### src/rtl/yari_mem_arb_if.sv
// yari_mem_arb_if: channel request/response and memory-side bus of the arbiter
interface yari_mem_arb_if #(
  parameter int NCH  = 2,
  parameter int ID_W = 2
);
  logic [NCH*30-1:0] ch_address;
  logic [NCH-1:0]    ch_read;
  logic [NCH-1:0]    ch_write;
  logic [NCH*32-1:0] ch_writedata;
  logic [NCH*4-1:0]  ch_writedatamask;
  logic [NCH-1:0]    ch_waitrequest;
  logic [31:0]       ch_readdata;
  logic [NCH-1:0]    ch_readdatavalid;
  logic              mem_waitrequest;
  logic [ID_W-1:0]   mem_id;
  logic [29:0]       mem_address;
  logic              mem_read;
  logic              mem_write;
  logic [31:0]       mem_writedata;
  logic [3:0]        mem_writedatamask;
  logic [31:0]       mem_readdata;
  logic [ID_W-1:0]   mem_readdataid;
  logic              err_unexpected;
  modport slave (
    input  ch_address, ch_read, ch_write, ch_writedata, ch_writedatamask,
           mem_waitrequest, mem_readdata, mem_readdataid,
    output ch_waitrequest, ch_readdata, ch_readdatavalid, mem_id, mem_address,
           mem_read, mem_write, mem_writedata, mem_writedatamask, err_unexpected
  );
  modport master (
    output ch_address, ch_read, ch_write, ch_writedata, ch_writedatamask,
           mem_waitrequest, mem_readdata, mem_readdataid,
    input  ch_waitrequest, ch_readdata, ch_readdatavalid, mem_id, mem_address,
           mem_read, mem_write, mem_writedata, mem_writedatamask, err_unexpected
  );
endinterface

### src/rtl/yari_mem_arb.sv
// yari_mem_arb: zero-latency multi-channel memory arbiter with grant lock under
// memory stall and per-channel outstanding-read tracking
module yari_mem_arb #(
  parameter int NCH     = 2,
  parameter int ID_W    = 2,
  parameter int MODE    = 0,
  parameter int MAX_OUT = 4
) (
  input logic clock,
  input logic rst,
  yari_mem_arb_if.slave bus
);
  localparam int PW = $clog2(NCH);
  logic [NCH-1:0][3:0] outstanding, outstanding_n;
  logic [PW-1:0] rr_ptr, rr_ptr_n, lock_g, lock_g_n, gnt, cand;
  logic lock_v, lock_v_n, err, err_n, gnt_v, locked, accept;
  logic [NCH-1:0] elig, strobe, inc, dec;
  always_ff @(posedge clock) begin
    if (rst) begin
      outstanding <= '0;
      rr_ptr <= '0;
      lock_v <= 1'b0;
      lock_g <= '0;
      err <= 1'b0;
    end else begin
      outstanding <= outstanding_n;
      rr_ptr <= rr_ptr_n;
      lock_v <= lock_v_n;
      lock_g <= lock_g_n;
      err <= err_n;
    end
  end
  // a held grant survives only while its owner keeps strobing and reset is low
  always_comb begin
    strobe = bus.ch_read | bus.ch_write;
    elig = '0;
    for (int i = 0; i < NCH; i++)
      elig[i] = bus.ch_write[i] | (bus.ch_read[i] & (outstanding[i] < 4'(MAX_OUT)));
    locked = ~rst & lock_v & strobe[lock_g];
    gnt_v = locked;
    gnt = locked ? lock_g : '0;
    cand = '0;
    for (int k = 0; k < NCH; k++) begin
      cand = PW'(((MODE != 0) ? int'(rr_ptr) + k : k) % NCH);
      if (!gnt_v && elig[cand]) begin
        gnt_v = 1'b1;
        gnt = cand;
      end
    end
  end
  always_comb begin
    accept = gnt_v & ~bus.mem_waitrequest;
    lock_v_n = gnt_v & bus.mem_waitrequest;
    lock_g_n = gnt;
    rr_ptr_n = accept ? ((gnt == PW'(NCH - 1)) ? '0 : gnt + 1'b1) : rr_ptr;
    err_n = err | (bus.mem_readdataid > ID_W'(NCH));
    inc = '0;
    dec = '0;
    outstanding_n = outstanding;
    for (int i = 0; i < NCH; i++) begin
      inc[i] = accept && gnt == PW'(i) && bus.ch_read[i];
      dec[i] = bus.mem_readdataid == ID_W'(i + 1) && outstanding[i] != 4'd0;
      if (bus.mem_readdataid == ID_W'(i + 1) && outstanding[i] == 4'd0) err_n = 1'b1;
      outstanding_n[i] = outstanding[i] + {3'b0, inc[i]} - {3'b0, dec[i]};
    end
  end
  always_comb begin
    bus.mem_id = gnt_v ? ID_W'(gnt) + ID_W'(1) : '0;
    bus.mem_address = gnt_v ? bus.ch_address[30*gnt +: 30] : '0;
    bus.mem_read = gnt_v ? bus.ch_read[gnt] : 1'b0;
    bus.mem_write = gnt_v ? bus.ch_write[gnt] : 1'b0;
    bus.mem_writedata = gnt_v ? bus.ch_writedata[32*gnt +: 32] : '0;
    bus.mem_writedatamask = gnt_v ? bus.ch_writedatamask[4*gnt +: 4] : '0;
    bus.ch_readdata = bus.mem_readdata;
    bus.err_unexpected = err;
    bus.ch_waitrequest = '0;
    bus.ch_readdatavalid = '0;
    for (int i = 0; i < NCH; i++) begin
      bus.ch_waitrequest[i] = ~(gnt_v && gnt == PW'(i)) | bus.mem_waitrequest;
      bus.ch_readdatavalid[i] = bus.mem_readdataid == ID_W'(i + 1);
    end
  end
endmodule

### src/flat_wrapper.sv
// flat-port wrapper written by rule: the top's interface ports become plain ports
module yari_mem_arb_flat 
#(
  parameter int NCH     = 2,
  parameter int ID_W    = 2,
  parameter int MODE    = 0,
  parameter int MAX_OUT = 4
)
  (clock, rst, bus_ch_address, bus_ch_read, bus_ch_write, bus_ch_writedata, bus_ch_writedatamask, bus_mem_waitrequest, bus_mem_readdata, bus_mem_readdataid, bus_ch_waitrequest, bus_ch_readdata, bus_ch_readdatavalid, bus_mem_id, bus_mem_address, bus_mem_read, bus_mem_write, bus_mem_writedata, bus_mem_writedatamask, bus_err_unexpected);
  yari_mem_arb_if #(.NCH(NCH), .ID_W(ID_W)) bus_i ();
  input logic clock;
  input logic rst;
  input wire logic [$bits(bus_i.ch_address)-1:0] bus_ch_address;
  input wire logic [$bits(bus_i.ch_read)-1:0] bus_ch_read;
  input wire logic [$bits(bus_i.ch_write)-1:0] bus_ch_write;
  input wire logic [$bits(bus_i.ch_writedata)-1:0] bus_ch_writedata;
  input wire logic [$bits(bus_i.ch_writedatamask)-1:0] bus_ch_writedatamask;
  input wire logic [$bits(bus_i.mem_waitrequest)-1:0] bus_mem_waitrequest;
  input wire logic [$bits(bus_i.mem_readdata)-1:0] bus_mem_readdata;
  input wire logic [$bits(bus_i.mem_readdataid)-1:0] bus_mem_readdataid;
  output wire logic [$bits(bus_i.ch_waitrequest)-1:0] bus_ch_waitrequest;
  output wire logic [$bits(bus_i.ch_readdata)-1:0] bus_ch_readdata;
  output wire logic [$bits(bus_i.ch_readdatavalid)-1:0] bus_ch_readdatavalid;
  output wire logic [$bits(bus_i.mem_id)-1:0] bus_mem_id;
  output wire logic [$bits(bus_i.mem_address)-1:0] bus_mem_address;
  output wire logic [$bits(bus_i.mem_read)-1:0] bus_mem_read;
  output wire logic [$bits(bus_i.mem_write)-1:0] bus_mem_write;
  output wire logic [$bits(bus_i.mem_writedata)-1:0] bus_mem_writedata;
  output wire logic [$bits(bus_i.mem_writedatamask)-1:0] bus_mem_writedatamask;
  output wire logic [$bits(bus_i.err_unexpected)-1:0] bus_err_unexpected;
  assign bus_i.ch_address = bus_ch_address;
  assign bus_i.ch_read = bus_ch_read;
  assign bus_i.ch_write = bus_ch_write;
  assign bus_i.ch_writedata = bus_ch_writedata;
  assign bus_i.ch_writedatamask = bus_ch_writedatamask;
  assign bus_i.mem_waitrequest = bus_mem_waitrequest;
  assign bus_i.mem_readdata = bus_mem_readdata;
  assign bus_i.mem_readdataid = bus_mem_readdataid;
  assign bus_ch_waitrequest = bus_i.ch_waitrequest;
  assign bus_ch_readdata = bus_i.ch_readdata;
  assign bus_ch_readdatavalid = bus_i.ch_readdatavalid;
  assign bus_mem_id = bus_i.mem_id;
  assign bus_mem_address = bus_i.mem_address;
  assign bus_mem_read = bus_i.mem_read;
  assign bus_mem_write = bus_i.mem_write;
  assign bus_mem_writedata = bus_i.mem_writedata;
  assign bus_mem_writedatamask = bus_i.mem_writedatamask;
  assign bus_err_unexpected = bus_i.err_unexpected;
  yari_mem_arb #(.NCH(NCH), .ID_W(ID_W), .MODE(MODE), .MAX_OUT(MAX_OUT)) u_core (.clock(clock), .rst(rst), .bus(bus_i));
endmodule
### config.mk
export PLATFORM = sky130hd
export DESIGN_NAME = yari_mem_arb_flat
export DESIGN_NICKNAME = d
export VERILOG_FILES = /design/src/rtl/yari_mem_arb_if.sv /design/src/rtl/yari_mem_arb.sv /design/src/flat_wrapper.sv
export SDC_FILE = /design/constraint.sdc
export NUM_CORES = 1
export LEC_CHECK = 0
export CAP_MARGIN = 20
export CORE_AREA = 10 10 101 103
export CTS_BUF_LIST = sky130_fd_sc_hd__clkbuf_8
export DETAILED_ROUTE_END_ITERATION = 10
export DIE_AREA = 0 0 111 113
export DONT_BUFFER_PORTS = 1
export PLACE_DENSITY = 0.39
export SLEW_MARGIN = 10
export SYNTH_ARGS = -nofsm -noshare
export SYNTH_HDL_FRONTEND = slang
export SYNTH_SLANG_ARGS = --single-unit
export TNS_END_PERCENT = 20
### constraint.sdc
create_clock -name clock -period 3.2 [get_ports clock]
set_input_delay 0.48 -clock clock [delete_from_list [all_inputs] [get_ports clock]]
set_output_delay 0.48 -clock clock [all_outputs]
set_load 0.01 [all_outputs]
==> results of run 1 <==
-- power by group --
part | leakage, nW | total (mW) | switching, mW | internal [mW]
clock network | 0.0269 | 0.141 | 0.0563 | 0.0845
registers | 0.0909 | 0.201 | 0.0221 | 0.179
logic | 0.611 | 0.718 | 0.427 | 0.291
-- cells in the mapped netlist (all sizes together) --
cell type	n	area, um2
nor2b	8	50.1
o211ai	1	7.51
or3b	1	11.3
a21o	6	45.0
and3	1	6.26
xor2	2	17.5
nor3b	1	7.51
a31oi	1	21.3
or3	1	6.26
dfxtp	11	220
o211a	1	10.0
buf	43	328
fa	2	40.0
ha	10	125
clkbuf	5	18.8
a21oi	5	25.0
xnor2	2	17.5
and3b	1	8.76
o21ai	1	5.00
or2	1	6.26
inv	16	60.1
a32o	1	10.0
a22o	68	596
nor2	8	30.0
nand2	1	3.75
nand2b	2	12.5
-- per-stage QoR --
| step | instances | util, % | power [mW] | cell area (um2) | hold slack [ns] |
|---|---|---|---|---|---|
| floorplan | 200 | - | 0.860 | 1690 | 0.470 |
| global placement | 260 | 18.7 | 0.946 | 1520 | 0.491 |
| detailed placement | 260 | 18.7 | 0.944 | 1520 | 0.489 |
| CTS | 264 | 19.2 | 1.09 | 1560 | 0.294 |
| global route | 264 | 19.2 | 1.16 | 1560 | 0.289 |
| finish | 264 | 19.2 | 1.06 | 1560 | 0.296 |
-- flip-flops by register name, indices dropped and copies added (netlist names) --
name	flops
u_core.bus.err_unexpected	1
u_core.outstanding	8
u_core.lock_v	1
u_core.lock_g	1
-- cell type report --
class / count / area (um2)
clock buffers: 3 / 41.3
clock inverters: 1 / 3.75
flip-flops and latches: 11 / 220
fillers: 899 / 6570
multi-input cells: 125 / 1070
inverters: 16 / 60.1
repair buffers: 3 / 35.0
well taps: 105 / 131
-- final timing paths --
kind                                                   to  cells past startpoint
worst max-delay path                bus_mem_writedata[20]                      7
worst min-delay path                u_core.outstanding[1]                      1
worst max register to register      u_core.outstanding[6]                     11
worst min register to register  u_core.bus.err_unexpected                      2
-- cells by family (layout without fill, tap and decap cells) --
logic type | after synthesis | count (layout) | share of synthesized area (%)
xor gates and xnor gates | 4 | 4 | 2.07
buffers and inverters | 64 | 23 | 24.1
adders and majority gates | 12 | 12 | 9.78
DFF | 11 | 11 | 13.0
and+or+nand+nor | 25 | 25 | 8.45
AOI/OAI and AO/OA | 84 | 84 | 42.6
-- per-layer routing --
layer | vias to the layer above | share of wire [%]
li1 | 627 | -
met1 | 663 | 37
met2 | 130 | 49
met3 | 20 | 13
met4 | 0 | 1.3
met5 | - | 0
==> results.cfg, run 1 <==
[layout]
finalNetCount = 345
layout_common_cells = a22o_1 (68), inv_1 (17), dfxtp_1 (11)
layout_commonest_cell = a22o_1
final_layout_size_suffix_gt1_share_pct = 6.92
antenna_cells = 0
synthToLayoutAreaGrowth_pct = -7.48

[sta]
slew_headroom_pct = 69.0
hold_viol = 0
totalNegativeSetupSlack_ns = 0
rsz0062_at_grt = no
tightest_slew_ns = 0.464
worst_slack_ns = 0.616
setup_viol_count_final = 0
post-route-period-util_pct = 80.7
slew_viol_final = 0
skew_ns = 0.00728
post-route-min-period_ns = 2.58
fmax_ghz = 0.387

[clocking]
worstSkewPairLatency_ns = 0.24
clockRootBuffer = clkbuf_8
cts_resized = 0
htree_num_levels = 1
clock_sinks = 11
cts_tree = done
max-clock-path-buffers = 2
cts_setup_buffers = 0
clk_pin_slew_ns = 0.06
cts_buffers = 3
ctsHoldBuffers = 0

[global_route]
track_usage_pct = 11.1
antenna_found_initial = 0
use_met1_pct = 11.9
busiest_layer = met2
grt-ovfl-total = 0
grt_pass1_vias = 1535
grt_pass1_wl_um = 11100
met3_usage_pct = 6.66
grt_max_degree = 51
use_met2_pct = 18.5

[min_path]
worstHoldStart = rst
hold_path.class = input port to register

[critical_path]
critPathKind = register to primary output
path_cells = inv_1, ha_1, a21o_1, a31oi_4, a21o_2, buf_4, a22o_1
crit_start = u_core.outstanding[2]
cpPeakStageDelay_ns = 0.32
critical_path_buf_inv_count = 2
startpoint_type = register
arrival_ns = 2.10
path_max_fanout = 37
critPathCaptureType = primary output
critPathSlowestCell = dfxtp_1
required_ns = 2.72
timing.rr.start = u_core.outstanding[2]
r2r_slack_ns = 0.88
crit_family = compound AO/OA/AOI/OAI gates

[placement]
gp_congestion = 0.792
port_buffers = 0
pre_cts_slack_ns = 0.739
place.detailed.hpwl_um = 7380

[drt]
via_count = 1440
antenna_left = 0
postRouteWirelength_um = 8080
initialDrtViolationCount = 72
wl_per_cell_um = 30.6
drc_errors = 0
drt-pass1-iter-count = 4
vias_per_cell = 5.45

[floorplan]
dieArea_um2 = 12500
num_io_pins = 280
die_h_um = 113
rows = 33
start_util_pct = 20.8
die_x_um = 111
fp.coreArea_um2 = 8130

[status]
status = finished, final reports clean

[yosys]
synth_area_um2 = 1690
synthCells = 200
synth-seq-cells = 11
syn_area_per_cell_um2 = 8.45
synth-seq-area-share_pct = 13.0
synth_cell_types = 28
ys_warn_count = 0
synthesis.nets = 385

[pwr]
power_leakage_nw = 0.729
p_per_area_nw_per_um2 = 678
ir_drop_mv = 0.138

[job]
maxCapViolCount = 0
(Power assumes the default switching activity.)
==> inputs of run 2 (changes only) <==
- ABC_AREA: default -> 1
- CORE_AREA: 10 10 101 103 -> default
- CORE_MARGIN: default -> 10
- CORE_UTILIZATION: default -> 32
- DIE_AREA: 0 0 111 113 -> default
- PLACE_DENSITY: 0.39 -> 0.51
- clock period: 3.2 -> 2.7 ns (I/O delays scaled with it)
==> run 2 against run 1 <==
  * Sequential cell count stayed put
  * First-iteration DRC count grew to 3.2 times the previous value
  * Sequential power rose by 20%
  * Clock skew down 0.0047 ns
  * Clock-buffer cell count did not move
  * Die area fell by 2.4%
  * Register-to-register slack got worse by 0.32 ns
  * Largest cell class unchanged
==> results.cfg, run 2 <==
[status]
status = finished, final reports clean

[layout]
largest_reg_flops = 8
finalNetCount = 699
synthToLayoutAreaGrowth_pct = -4.95
final_layout_size_suffix_gt1_share_pct = 3.31
antenna_cells = 0
layout_common_cells = nand2_1 (277), inv_1 (160), nor2_1 (14)
fillCellCount = 942
layout_commonest_cell = nand2_1
largest_register = u_core.outstanding
fin_util_pct = 30.9

[drt]
postRouteWirelength_um = 8930
drc_errors = 0
vias_per_cell = 4.40
via_count = 2721
wl_per_cell_um = 14.5
antenna_left = 0
drt-pass1-iter-count = 4
initialDrtViolationCount = 230

[yosys]
synth_cell_types = 25
synth_fa_ha_area_share_pct = 6.28
synth_area_leaders = nand2_1 (40%), inv_1 (23%), buf_4 (10%)
synth-seq-area-share_pct = 8.37
syn_area_per_cell_um2 = 4.73
synthArstFlopShare_pct = 0
synth-seq-cells = 11
synth-simple-area-share_pct = 45.6
synthFlopType = dfxtp_1
ys_warn_count = 0
synth_top_cells_by_count = nand2_1 (277), inv_1 (159), buf_4 (36), buf_2 (15), nor2_1 (14)
synth_compound_area_share_pct = 2.00
synth_top_family_by_area = simple AND/OR/NAND/NOR gates
synthCells = 556
synth_top_area_share_pct = 39.5
synth_edf_count = 0
synthesis.nets = 741
synth.most_common_cell = nand2_1
synth_top_cell_by_area = nand2_1
synth_area_um2 = 2630
muxShareOfSynthArea_pct = 0
synth_xor_area_share_pct = 0.666

[placement]
gp_congestion = 0.802
place.detailed.hpwl_um = 7680
port_buffers = 0
pre_cts_slack_ns = 0.545

[floorplan]
start_util_pct = 32.5
fp.coreArea_um2 = 8090
die_h_um = 111
rows = 33
dieArea_um2 = 12200
die_x_um = 111
num_io_pins = 280

[critical_path]
path_max_fanout = 36
startpoint_type = register
timing.rr.start = u_core.outstanding[2]
critPathCaptureType = primary output
crit_start = u_core.outstanding[2]
critPathKind = register to primary output
r2r_slack_ns = 0.56
required_ns = 2.30
arrival_ns = 1.90

[pwr]
power_mw = 1.52
power_leakage_nw = 1.98
p_per_area_nw_per_um2 = 608
ir_drop_mv = 0.337

[clocking]
worstSkewPairLatency_ns = 0.24
clk_pin_slew_ns = 0.05
clock_sinks = 11
htree_num_levels = 1
cts_buffers = 3
clockRootBuffer = clkbuf_8
ctsHoldBuffers = 0
cts_tree = done
cts_setup_buffers = 0
max-clock-path-buffers = 2
cts_resized = 0

[sta]
skew_ns = 0.00254
setup_viol_count_final = 0
fmax_ghz = 0.435
slew_viol_final = 0
post-route-period-util_pct = 85.2
post-route-min-period_ns = 2.30
worst_slack_ns = 0.399
rsz0062_at_grt = no
whs_ns = 0.226
totalNegativeSetupSlack_ns = 0
tightest_slew_ns = 0.391
slew_headroom_pct = 74.0
hold_viol = 0

[global_route]
grt_pass1_wl_um = 14200
grt_pass1_vias = 2782
busiest_layer = met2
track_usage_pct = 13.4
use_met2_pct = 24.3
grt_max_degree = 70
antenna_found_initial = 0
use_met1_pct = 13.9
grt-ovfl-total = 0
met3_usage_pct = 5.30

[job]
maxCapViolCount = 0

[min_path]
worstHoldStart = rst
hold_path.class = input port to register
[run 2: kinds of logic after synthesis]
kind of cell               count (synthesis)
xor gates and xnor gates                   2
and+or+nand+nor                          307
DFF                                       11
buffers and inverters                    215
AOI/OAI and AO/OA                          9
adders and majority gates                 12
[run 2: per-layer routing]
layer	vias to the layer above	routed length, um
met5	-	0
met4	0	174
met3	22	791
met2	137	4630
met1	1157	3340
li1	1405	-
[run 2: cell type report]
| cell class | instances | area (um2) | area share, % |
|---|---|---|---|
| well taps | 105 | 131 | 5.26 |
| multi-input cells | 330 | 1430 | 57.4 |
| clock buffers | 3 | 41.3 | 1.65 |
| clock inverters | 1 | 3.75 | 0.150 |
| inverters | 161 | 604 | 24.2 |
| flip-flops and latches | 11 | 220 | 8.81 |
| repair buffers | 7 | 65.1 | 2.60 |
[run 2: power breakdown]
group / switching [mW] / internal (mW)
logic: 0.764 / 0.349
clock network: 0.0644 / 0.100
registers: 0.0275 / 0.213
total: 0.856 / 0.663
[run 2: worst max-delay path: stages, from the launching register on]
cell and delay (ns):
dfxtp_1 0.30, inv_1 0.05, ha_1 0.22, a21oi_2 0.22
nand3_2 0.12, nand2_2 0.11, buf_4 0.34, nand2_1 0.12
nand2_1 0.08, inv_1 0.07
[run 2: per-stage QoR]
stage / instance area, um2 / cells
floorplan: 2630 / 556
finish: 2500 / 618
global placement: 2450 / 614
detailed placement: 2450 / 614
global route: 2500 / 618
CTS: 2500 / 618
[run 2: final timing paths]
kind	cells after the start	to
worst min register to register	2	u_core.outstanding[5]
worst min-delay path	1	u_core.outstanding[5]
worst max register to register	12	u_core.outstanding[6]
worst max-delay path	9	bus_mem_writedata[20]
